--- src/rtl/buzz_pkg.sv ---
// Shared definitions for the buzzer pattern scheduler:
// channel codes, FSM states and small arbitration helpers.
package buzz_pkg;

  typedef enum logic [1:0] {
    IDLE = 2'd0,
    ON   = 2'd1,
    OFF  = 2'd2
  } state_t;

  localparam logic [1:0] CH_CLICK = 2'd0;
  localparam logic [1:0] CH_BEEP  = 2'd1;
  localparam logic [1:0] CH_ALARM = 2'd2;
  localparam logic [1:0] CH_NONE  = 2'd3;

  // Highest-priority set request; bit 2 (alarm) wins.
  function automatic logic [1:0] top_ch(input logic [2:0] p);
    logic [1:0] ch;
    if (p[2]) begin
      ch = CH_ALARM;
    end else if (p[1]) begin
      ch = CH_BEEP;
    end else if (p[0]) begin
      ch = CH_CLICK;
    end else begin
      ch = CH_NONE;
    end
    return ch;
  endfunction

  function automatic logic [2:0] ch_mask(input logic [1:0] ch);
    logic [2:0] m;
    case (ch)
      CH_CLICK: m = 3'b001;
      CH_BEEP:  m = 3'b010;
      CH_ALARM: m = 3'b100;
      default:  m = 3'b000;
    endcase
    return m;
  endfunction

endpackage

--- src/rtl/buzz_sched_ms_tick.sv ---
// Millisecond prescaler: pulses tick for one cycle every TICK_DIV cycles,
// restartable by a synchronous clear so each phase begins on a fresh ms.
module ms_tick #(
  parameter int TICK_DIV = 50000
) (
  input  logic clk,
  input  logic rst_n,
  input  logic clr,
  output logic tick
);

  localparam int CW = (TICK_DIV > 1) ? $clog2(TICK_DIV) : 1;
  localparam logic [CW-1:0] CYC_MAX = CW'(TICK_DIV - 1);

  logic [CW-1:0] cyc_r;
  logic [CW-1:0] cyc_nx_s;
  logic          tick_r;

  // Next cycle count: wrap at the end of a ms or restart on clear.
  always_comb begin
    cyc_nx_s = cyc_r;
    if (clr || tick_r) begin
      cyc_nx_s = {CW{1'b0}};
    end else begin
      cyc_nx_s = cyc_r + CW'(1);
    end
  end

  // Counter and tick register; tick is high while cyc sits at its last value.
  always_ff @(posedge clk or negedge rst_n) begin
    if (!rst_n) begin
      cyc_r  <= {CW{1'b0}};
      tick_r <= (CYC_MAX == {CW{1'b0}});
    end else begin
      cyc_r  <= cyc_nx_s;
      tick_r <= (cyc_nx_s == CYC_MAX);
    end
  end

  assign tick = tick_r;

endmodule

--- src/rtl/buzz_sched.sv ---
// Fixed-priority, preemptive beep-pattern scheduler sharing one buzzer between
// key click (ch0), notification beep (ch1) and alarm (ch2).
module buzz_sched
  import buzz_pkg::*;
#(
  parameter int TICK_DIV  = 50000,
  parameter int CLICK_ON  = 20,
  parameter int BEEP_ON   = 100,
  parameter int BEEP_OFF  = 100,
  parameter int BEEP_CNT  = 2,
  parameter int ALARM_ON  = 200,
  parameter int ALARM_OFF = 200
) (
  input  logic       clk,
  input  logic       rst_n,
  input  logic [2:0] req,
  input  logic       stop,
  output logic       en_buz,
  output logic       busy,
  output logic [1:0] active_ch
);

  localparam logic [15:0] CLICK_ON_LAST  = 16'(CLICK_ON - 1);
  localparam logic [15:0] BEEP_ON_LAST   = 16'(BEEP_ON - 1);
  localparam logic [15:0] BEEP_OFF_LAST  = 16'(BEEP_OFF - 1);
  localparam logic [15:0] ALARM_ON_LAST  = 16'(ALARM_ON - 1);
  localparam logic [15:0] ALARM_OFF_LAST = 16'(ALARM_OFF - 1);
  localparam logic [7:0]  BEEP_LAST      = 8'(BEEP_CNT - 1);

  state_t      state_r, state_nx_s;
  logic [1:0]  ch_r, ch_nx_s;
  logic [2:0]  pend_r, pend_nx_s;
  logic [15:0] ms_r, ms_nx_s;
  logic [7:0]  nb_r, nb_nx_s;
  logic        en_buz_r, busy_r;
  logic [1:0]  active_ch_r;

  logic        tick_s, clr_s, done_s, last_on_s, start_s;
  logic [2:0]  pend_v_s;
  logic [1:0]  sel_s;
  logic [15:0] on_last_s, off_last_s, phase_last_s;

  ms_tick #(.TICK_DIV(TICK_DIV)) u_ms_tick (
    .clk   (clk),
    .rst_n (rst_n),
    .clr   (clr_s),
    .tick  (tick_s)
  );

  // Per-channel phase lengths, expressed as the last ms index of each phase.
  always_comb begin
    on_last_s  = 16'd0;
    off_last_s = 16'd0;
    case (ch_r)
      CH_CLICK: begin on_last_s = CLICK_ON_LAST; off_last_s = 16'd0;          end
      CH_BEEP:  begin on_last_s = BEEP_ON_LAST;  off_last_s = BEEP_OFF_LAST;  end
      CH_ALARM: begin on_last_s = ALARM_ON_LAST; off_last_s = ALARM_OFF_LAST; end
      default:  begin on_last_s = 16'd0;         off_last_s = 16'd0;          end
    endcase
  end

  // Request latching and arbitration; the active channel's own request is masked.
  always_comb begin
    if (state_r != IDLE) begin
      pend_v_s = pend_r | (req & ~ch_mask(ch_r));
    end else begin
      pend_v_s = pend_r | req;
    end
    sel_s = top_ch(pend_v_s);
    if (state_r == ON) begin
      phase_last_s = on_last_s;
    end else begin
      phase_last_s = off_last_s;
    end
    done_s    = tick_s && (ms_r == phase_last_s);
    last_on_s = (ch_r == CH_CLICK) || ((ch_r == CH_BEEP) && (nb_r == BEEP_LAST));
  end

  // Next-state logic; start_s covers idle start, preemption and back-to-back start.
  always_comb begin
    state_nx_s = state_r;
    ch_nx_s    = ch_r;
    pend_nx_s  = pend_v_s;
    ms_nx_s    = tick_s ? (ms_r + 16'd1) : ms_r;
    nb_nx_s    = nb_r;
    clr_s      = 1'b0;
    start_s    = 1'b0;
    if (stop) begin
      state_nx_s = IDLE;
      ch_nx_s    = CH_NONE;
      pend_nx_s  = 3'b000;
      ms_nx_s    = 16'd0;
      nb_nx_s    = 8'd0;
    end else if (state_r == IDLE) begin
      ms_nx_s = 16'd0;
      start_s = (sel_s != CH_NONE);
    end else if ((sel_s != CH_NONE) && (sel_s > ch_r)) begin
      start_s = 1'b1;
    end else if (done_s) begin
      case (state_r)
        ON: begin
          if (last_on_s) begin
            if (sel_s != CH_NONE) begin
              start_s = 1'b1;
            end else begin
              state_nx_s = IDLE;
              ch_nx_s    = CH_NONE;
              ms_nx_s    = 16'd0;
              nb_nx_s    = 8'd0;
            end
          end else begin
            state_nx_s = OFF;
            nb_nx_s    = nb_r + 8'd1;
            ms_nx_s    = 16'd0;
            clr_s      = 1'b1;
          end
        end
        OFF: begin
          state_nx_s = ON;
          ms_nx_s    = 16'd0;
          clr_s      = 1'b1;
        end
        default: begin
          state_nx_s = IDLE;
          ch_nx_s    = CH_NONE;
        end
      endcase
    end else begin
      state_nx_s = state_r;
    end

    if (start_s) begin
      state_nx_s = ON;
      ch_nx_s    = sel_s;
      pend_nx_s  = pend_v_s & ~ch_mask(sel_s);
      ms_nx_s    = 16'd0;
      nb_nx_s    = 8'd0;
      clr_s      = 1'b1;
    end else begin
      start_s = 1'b0;
    end
  end

  // Scheduler FSM; outputs are registered copies of the current state.
  always_ff @(posedge clk or negedge rst_n) begin
    if (!rst_n) begin
      state_r     <= IDLE;
      ch_r        <= CH_NONE;
      pend_r      <= 3'b000;
      ms_r        <= 16'd0;
      nb_r        <= 8'd0;
      en_buz_r    <= 1'b0;
      busy_r      <= 1'b0;
      active_ch_r <= CH_NONE;
    end else begin
      state_r     <= state_nx_s;
      ch_r        <= ch_nx_s;
      pend_r      <= pend_nx_s;
      ms_r        <= ms_nx_s;
      nb_r        <= nb_nx_s;
      en_buz_r    <= (state_r == ON);
      busy_r      <= (state_r != IDLE);
      active_ch_r <= ch_r;
    end
  end

  assign en_buz    = en_buz_r;
  assign busy      = busy_r;
  assign active_ch = active_ch_r;

endmodule

--- config.mk ---
export PLATFORM = sky130hd
export DESIGN_NAME = buzz_sched
export DESIGN_NICKNAME = d
export VERILOG_FILES = /design/src/rtl/buzz_pkg.sv /design/src/rtl/buzz_sched_ms_tick.sv /design/src/rtl/buzz_sched.sv
export SDC_FILE = /design/constraint.sdc
export NUM_CORES = 1
export LEC_CHECK = 0
export ABC_AREA = 1
export BUFFER_PORTS_ARGS = -buffer_cell sky130_fd_sc_hd__buf_2
export CAP_MARGIN = 15
export CORE_MARGIN = 4
export CORE_UTILIZATION = 55
export DETAILED_ROUTE_END_ITERATION = 10
export PLACE_DENSITY_LB_ADDON = 0.3
export SYNTH_ARGS = -nofsm -noshare
export SYNTH_HDL_FRONTEND = slang
export SYNTH_SLANG_ARGS = --single-unit
--- constraint.sdc ---
create_clock -name clk -period 3.4 [get_ports clk]
set_clock_uncertainty 0.2 [all_clocks]
set_input_delay 0.51 -clock clk [delete_from_list [all_inputs] [get_ports clk]]
set_output_delay 0.51 -clock clk [all_outputs]
set_load 0.02 [all_outputs]
==> flow_metrics.tcl, run 1 <==
set metrics [dict create \
    status "completed" \
    crit_family "simple AND/OR/NAND/NOR gates" \
    n_antenna_cell 0 \
    crit_cells 21 \
    clk_latency_ns 0.32 \
    cpPeakStageDelay_ns 0.58 \
    clock-root-buffer "clkbuf_8" \
    whs_ns 0.205 \
    io_pins 10 \
    start_util_pct 58.2 \
    multi_input_area_sq_um 1720 \
    dr_wl_met2_mm 3.26 \
    wl_met1_mm 2.95 \
    cp.required_ns 3.45 \
    min_delay_path_depth 0 \
    seq_area_sq_um 1310 \
    slew_headroom_pct 68.6 \
    drt_iter0_drc 78 \
    start_kind "register" \
    rsz0062_at_grt "false" \
    synth.cell_area_sq_um 3300 \
    final_util_pct 62.9 \
    cts_buffer_depth 2 \
    p_leak_nw 1.85 \
    via_count 2703 \
    worst_path_most_repeated_cell "nand2_2" \
    grt_pass1_vias 2672 \
    reg2regPathDepth 21 \
    fin_setup_tns_ns 0 \
    cp_slowest_cell "dfstp_2" \
    vias_per_cell 5.35 \
    synth_cell_types 38 \
    end_kind "register" \
    grt_start_max_net_pins 33 \
    yosysWarningCount 0 \
    routed_wl_mm 6.62 \
    cts.sinks 52 \
    worst-path-buf-inv 4 \
    maxCapViolations 0 \
    grt_pass1_wl_mm 11.7 \
    cts-htree-levels 2 \
    postCtsSetupBuffers 0 \
    fill_cells 467 \
    cts_tree "built" \
    antenna_found_initial 0 \
    hold_path_class "register to register" \
    wl_met3_microns 214 \
    period_needed_ns 3.11 \
    grt_overflow 0 \
    wl_per_cell_microns 13.1 \
    ant_nets 0 \
    io_buffers 9 \
    worstPathArrival_ns 3.16 \
    top_layer "met4" \
    rows 27 \
    cts_made_buffers 5 \
    final_cell_mix "79 x nand2_1, 59 x inv_1, 55 x nor2_1" \
    die_width_microns 85.5 \
    final.period_utilization_pct 91.3 \
    area_delta_synth_final_pct 8.11 \
    final_common_cell "nand2_1" \
    criticalPathCategory "register to register" \
    synth_nets 439 \
    ys_seq_area_share_pct 39.6 \
    gp_congestion 0.907 \
    dieArea_sq_um 7310 \
    syn-instance-count 417 \
    drv_slew 0 \
    irDropWorstVdd_mv 0.297 \
    core_area_sq_um 5680 \
    hold_violations 0 \
    tightest_slew_ns 0.471 \
    path_cells "inv_1 -> ha_1 -> nand2_2 -> nand2_2 -> nand2_2 -> nor2_4 -> nor2_1 -> inv_1 -> ha_1 -> a21oi_1 -> a21oi_1 -> nand2_2 -> inv_2 -> nor2_1 -> nand2_2 -> nand3_2 -> buf_4 -> nand3_1 -> nor2_1 -> nand3_1 -> nor2_1" \
    post-route-drc-count 0 \
    critPathMaxFanout 10 \
    grt_usage_pct 19.7 \
    max_freq_mhz 322 \
    setup_viol 0 \
    synth_area_per_cell_sq_um 7.92 \
    hpwlAfterDp_mm 5.00 \
    yosys_register_bits 52 \
    die_h_microns 85.5 \
    power_density_nw_per_um2 596 \
    path_clk_slew_ns 0.11 \
    finalNetCount 454 \
    first_pass_iters 4 \
    drive_above_1_share_pct 14.5 \
]
## cells by family (layout without fill, tap and decap cells)
family / after synthesis / in the layout / synth area share [%]
AND/OR/NAND/NOR: 232 / 232 / 34.0
buffers and inverters: 68 / 84 / 8.37
flip-flops: 52 / 52 / 39.6
AO/OA/AOI/OAI: 29 / 29 / 6.74
XOR/XNOR: 20 / 20 / 5.31
adder cells (fa/ha/maj): 16 / 16 / 6.06
## path summary, 6_finish.rpt
check	startpoint	to	slack (ns)
worst max-delay path	ch_r[1]	u_ms_tick.tick	0.29
worst min-delay path	ch_r[1]	active_ch[1]	0.20
worst max register to register	ch_r[1]	u_ms_tick.tick	0.29
worst min register to register	ch_r[1]	active_ch[1]	0.20
max in group asynchronous	rst_n	u_ms_tick.cyc_r[12]	1.73
min in group asynchronous	rst_n	pend_r[2]	0.49
## power breakdown
group / switching, W / total, W / internal, W
clock: 0.000221 / 0.000517 / 0.000297
combinational: 0.000573 / 0.000843 / 0.000270
sequential: 0.0000585 / 0.000766 / 0.000708
## synth_stat cells, drive strengths merged
library cell	number	area, sq um
nand4	9	56.3
dfstp	4	105
xor2	14	123
nor4	4	25.0
ha	16	200
o211ai	7	66.3
nand3b	5	37.5
o21ai	11	85.1
a21oi	8	51.3
nand2	93	397
and2	1	6.26
nor3b	5	37.5
dfrtp	48	1200
xnor2	6	52.6
nand3	35	185
a31oi	2	12.5
nor2	61	263
inv	63	236
a21o	1	7.51
and3	1	6.26
nor3	17	101
buf	5	40.0
or2	1	6.26
## state kept, by name (all words and copies together), names as in the netlist
register	flops
u_ms_tick.tick	1
en_buz	1
nb_r	8
active_ch	2
busy	1
u_ms_tick.cyc_r	16
ch_r	2
ms_r	16
pend_r	3
state_r	2
## timing repair
action | in CTS | in global routing
hold buffers | 1 | 0
setup endpoints to repair | 0 | 1
gates resized for setup | 0 | 1
hold endpoints to repair | 16 | 0
## routing by layer
metal | GRT usage (%) | vias up
met2 | 33.1 | 53
met1 | 24.6 | 1265
met4 | 8.63 | 0
met3 | 3.69 | 20
met5 | 0 | -
li1 | - | 1365
## stage by stage
step	total power (W)	cells	setup slack, ns	instance area [sq um]
2_1_floorplan	0.00143	417	0.604	3300
3_3_place_gp	0.00159	496	0.322	3420
3_5_place_dp	0.00162	496	0.219	3420
4_1_cts	0.00214	505	0.214	3570
5_1_grt	0.00229	505	0.0218	3570
6_report	0.00213	505	0.295	3570
## layout make-up
type | count | share of cell area, %
Clock inverter | 3 | 1.93
Tap cell | 72 | 2.52
Inverter | 63 | 6.62
Timing Repair Buffer | 13 | 2.17
Multi-Input combinational cell | 297 | 48.2
Sequential cell | 52 | 36.6
Clock buffer | 5 | 1.93
No activity file was read; power rests on OpenSTA's default activity.
==> run 2, diff against run 1 <==
CORE_UTILIZATION = 60   (was 55)
CTS_BUF_LIST = sky130_fd_sc_hd__clkbuf_16   (was default)
==> flow_metrics.tcl, run 2 (synthesized netlist as in run 1, its figures left out) <==
set metrics [dict create \
    status "completed" \
    io_buffers 9 \
    die_width_microns 82.2 \
    dieArea_sq_um 6750 \
    fill_cells 393 \
    irDropWorstVdd_mv 0.319 \
    end_kind "register" \
    start_util_pct 63.4 \
    gp_congestion 0.914 \
    via_count 2658 \
    final_cell_mix "79 x nand2_1, 58 x inv_1, 55 x nor2_1" \
    p_comb_share_pct 40.9 \
    drt_iter0_drc 113 \
    cts_buffer_depth 2 \
    critPathMaxFanout 10 \
    grt_pass1_vias 2533 \
    criticalPathCategory "register to register" \
    grt_overflow 0 \
    cts.sinks 52 \
    area_delta_synth_final_pct 9.17 \
    grt_start_max_net_pins 32 \
    antenna_found_initial 0 \
    final.period_utilization_pct 91.3 \
    post-route-drc-count 0 \
    core_area_sq_um 5200 \
    final_common_cell "nand2_1" \
    drv_slew 0 \
    power.switching_w 0.000874 \
    cts-htree-levels 2 \
    grt_usage_pct 20.6 \
    drive_above_1_share_pct 15.4 \
    hold_path_class "register to register" \
    n_antenna_cell 0 \
    clk_latency_ns 0.29 \
    worstPathArrival_ns 3.14 \
    maxCapViolations 0 \
    cts_made_buffers 5 \
    hpwlAfterDp_mm 4.68 \
    vias_per_cell 5.25 \
    whs_ns 0.203 \
    fin_setup_tns_ns 0 \
    path_clk_slew_ns 0.07 \
    cts_tree "built" \
    finalNetCount 457 \
    intPower_w 0.00127 \
    hold_violations 0 \
    rsz0062_at_grt "false" \
    p_sw_share_pct 40.8 \
    io_pins 10 \
    die_h_microns 82.2 \
    routed_wl_mm 6.24 \
    power_frac_seq_pct 35.7 \
    start_kind "register" \
    grt_pass1_wl_mm 10.9 \
    tightest_slew_ns 0.471 \
    ant_nets 0 \
    clock-root-buffer "clkbuf_16" \
    p_leak_nw 1.87 \
    period_needed_ns 3.10 \
    reg_top3 "ms_r (16), u_ms_tick.cyc_r (16), nb_r (8)" \
    clkPwrFrac_pct 23.4 \
    max_freq_mhz 322 \
    power_density_nw_per_um2 594 \
    slew_headroom_pct 68.5 \
    setup_viol 0 \
    first_pass_iters 5 \
    wl_per_cell_microns 12.3 \
    cp.required_ns 3.43 \
    rows 26 \
]
## run 2: cell count changes in the layout (fill, tap and decap cells not counted), moves of 2 or more
cell       delta
clkbuf_16     +5
clkbuf_8      -5
buf_4         +2
bufinv_16     -2
clkinv_2      +2
## run 2: final cells by class
type / count / area (sq um) / share of cell area (%)
clock buffer: 5 / 125 / 3.47
sequential: 52 / 1310 / 36.2
tap: 70 / 87.6 / 2.43
inverter: 63 / 236 / 6.56
timing repair buffer: 16 / 104 / 2.88
clock inverter: 3 / 18.8 / 0.521
multi-input combinational: 297 / 1730 / 47.9
## run 2: power by group through the flow
stage          combinational, W  sequential, W  clock (W)
2_1_floorplan          0.000635       0.000797          0
5_1_grt                0.000982       0.000778   0.000531
6_report               0.000877       0.000765   0.000501
3_3_place_gp           0.000812       0.000774          0
4_1_cts                0.000839       0.000766   0.000510
3_5_place_dp           0.000828       0.000777          0
## run 2: final timing paths
| kind | cells past startpoint | slack (ns) | start | endpoint |
|---|---|---|---|---|
| hold reg to reg | 0 | 0.20 | ch_r[1] | active_ch[1] |
| min in group asynchronous | 2 | 0.51 | rst_n | pend_r[2] |
| hold / removal | 0 | 0.20 | ch_r[1] | active_ch[1] |
| max in group asynchronous | 3 | 1.73 | rst_n | u_ms_tick.cyc_r[5] |
| setup reg to reg | 20 | 0.30 | ch_r[0] | ms_r[10] |
| setup / recovery | 20 | 0.30 | ch_r[0] | ms_r[10] |
## run 2: through the flow
stage                     instance area [sq um]  worst slack [ns]  cells  utilization, %  power [W]
after global routing                       3600           0.00400    506            69.3    0.00229
after detailed placement                   3410             0.155    493            65.5    0.00161
after global placement                     3410             0.338    493            65.5    0.00159
final                                      3600             0.296    506            69.3    0.00214
after floorplan                            3300             0.604    417               -    0.00143
after CTS                                  3560             0.154    502            68.5    0.00211
## run 2: what timing repair did
action	4_1_cts	5_1_grt
hold endpoints to repair	17	0
resized for setup	0	4
hold buffers	1	0
setup endpoints to repair	0	19
setup buffers	0	4
## run 2: critical path, stage by stage (launching register included)
cell	delay, ns
dfstp_2	0.57
inv_1	0.11
ha_1	0.22
nand2_1	0.07
nand2_1	0.06
nand2_2	0.09
nor2_4	0.05
nor2_1	0.09
inv_1	0.07
ha_1	0.29
a21oi_1	0.15
a21oi_1	0.07
nand2_2	0.09
inv_2	0.03
nor2_1	0.11
nand2_2	0.11
nand2_4	0.14
nand2_4	0.14
nor2_8	0.18
o211ai_1	0.11
inv_1	0.07
## run 2: layer usage
layer,GRT usage (%),vias to the layer above,wire length [microns]
li1,-,1373,-
met1,25.6,1225,2950
met2,36.1,51,2970
met3,3.69,9,204
met4,6.64,0,108
met5,0,-,0
==> run 3, diff against run 2 <==
CELL_PAD_IN_SITES_DETAIL_PLACEMENT = 1   (was default)
CELL_PAD_IN_SITES_GLOBAL_PLACEMENT = 2   (was default)
CORE_UTILIZATION = 38   (was 60)
==> flow_metrics.tcl, run 3 (synthesized netlist as in run 1, its figures left out) <==
set metrics [dict create \
    dieArea_sq_um 10200 \
    grt_pass1_vias 2867 \
    n_antenna_cell 0 \
    end_kind "register" \
    hold_path_class "input port to asynchronous set/reset pin" \
    rsz0062_at_grt "false" \
    cts-htree-levels 2 \
    gp_congestion 0.843 \
    hold_buffers 0 \
    p_leak_nw 1.87 \
    reg_top3 "ms_r (16), u_ms_tick.cyc_r (16), nb_r (8)" \
    cts.sinks 52 \
    cts_made_buffers 5 \
    grt_overflow 0 \
    slew_headroom_pct 54.0 \
    power_density_nw_per_um2 600 \
    area_delta_synth_final_pct 10.3 \
    clock-root-buffer "clkbuf_16" \
    period_needed_ns 3.07 \
    drive_above_1_share_pct 15.4 \
    tightest_slew_ns 0.691 \
    drv_slew 0 \
    cp-endpoint "u_ms_tick.tick" \
    grt_start_max_net_pins 53 \
    setup_viol 0 \
    p_comb_share_pct 41.0 \
    die_h_microns 101 \
    power.switching_w 0.000908 \
    hpwlAfterDp_mm 5.87 \
    vias_per_cell 4.95 \
    cts_buffer_depth 2 \
    via_count 2675 \
    core_area_sq_um 8340 \
    hold_violations 0 \
    criticalPathCategory "register to register" \
    cp.required_ns 3.42 \
    grt_pass1_wl_mm 13.4 \
    rows 33 \
    wl_per_cell_microns 14.1 \
    r2r-start "ch_r[0]" \
    worstPathArrival_ns 3.08 \
    reg2regPathDepth 21 \
    start_util_pct 39.6 \
    fin_setup_tns_ns 0 \
    cts_tree "built" \
    clkPwrFrac_pct 24.0 \
    post-route-drc-count 0 \
    grt_usage_pct 16.2 \
    status "completed" \
    final_common_cell "nand2_1" \
    r2r-end "u_ms_tick.tick" \
    p_sw_share_pct 41.5 \
    die_width_microns 101 \
    ant_nets 0 \
    power_frac_seq_pct 35.1 \
    critPathMaxFanout 10 \
    intPower_w 0.00128 \
    finalNetCount 456 \
    first_pass_iters 4 \
    worst_slack_ns 0.335 \
    io_pins 10 \
    antenna_found_initial 0 \
    dp_slack_ns 0.218 \
    io_buffers 9 \
    final_cell_mix "80 x nand2_1, 58 x inv_1, 55 x nor2_1" \
    drt_iter0_drc 73 \
    path_clk_slew_ns 0.08 \
    final.period_utilization_pct 90.2 \
    start_kind "register" \
    clk_latency_ns 0.29 \
    setup.worst_path.start "ch_r[0]" \
    irDropWorstVdd_mv 0.231 \
    max_freq_mhz 326 \
    reg2reg_slack_ns 0.33 \
    maxCapViolations 0 \
    routed_wl_mm 7.61 \
]
[run 3: layout make-up]
type	count	area (sq um)
tap	105	131
inverter	63	236
clock inverter	3	27.5
fill	1044	4700
timing repair buffer	15	93.8
sequential	52	1310
multi-input combinational	297	1720
clock buffer	5	125
[run 3: how the worst min path moves through the flow]
stage / start / to / cells after the start
4_1_cts: rst_n / pend_r[1] / 2
6_report: rst_n / pend_r[1] / 2
2_1_floorplan: rst_n / busy / 0
3_3_place_gp: ch_r[1] / active_ch[1] / 0
5_1_grt: rst_n / pend_r[1] / 2
3_5_place_dp: ch_r[1] / active_ch[1] / 0
[run 3: stage by stage]
stage | std cells | area [sq um] | hold WS [ns] | total power (W) | utilization, %
finish | 540 | 3640 | 0.145 | 0.00219 | 43.7
global route | 540 | 3640 | 0.209 | 0.00237 | 43.7
CTS | 538 | 3620 | 0.174 | 0.00222 | 43.4
detailed placement | 530 | 3470 | 0.196 | 0.00167 | 41.6
global placement | 530 | 3470 | 0.187 | 0.00165 | 41.6
floorplan | 417 | 3300 | 0.0144 | 0.00143 | -
[run 3: worst max-delay path, stage by stage (launching register included)]
cell and delay (ns):
dfstp_2 0.55, inv_1 0.10, ha_1 0.23, nand2_1 0.07
nand2_1 0.06, nand2_2 0.10, nor2_4 0.05, nor2_1 0.08
inv_1 0.06, ha_1 0.29, a21oi_1 0.16, a21oi_1 0.07
nand2_2 0.10, inv_2 0.03, nor2_1 0.10, nand2_2 0.11
nand3_2 0.10, buf_6 0.16, nand3_1 0.10, nor2_1 0.10
nand3_1 0.07, nor2_1 0.11
[run 3: repair_timing]
action                                  in CTS  in global routing
endpoints found under the hold margin        0                  0
buffers inserted                             0                  2
resized for setup                            0                  3
endpoints found under the setup margin       0                 13
[run 3: power by group through the flow]
stage / clock network (W) / logic [W] / registers [W]
floorplan: 0 / 0.000635 / 0.000797
global placement: 0 / 0.000870 / 0.000777
detailed placement: 0 / 0.000884 / 0.000786
CTS: 0.000554 / 0.000889 / 0.000774
global route: 0.000580 / 0.00102 / 0.000778
finish: 0.000524 / 0.000896 / 0.000766
[run 3: metal layers]
metal	track usage, %	vias to the layer above	wire, microns
met3	2.55	6	90
li1	-	1363	-
met2	28.6	14	3820
met1	20.8	1292	3610
met5	0	-	0
met4	3.68	0	93
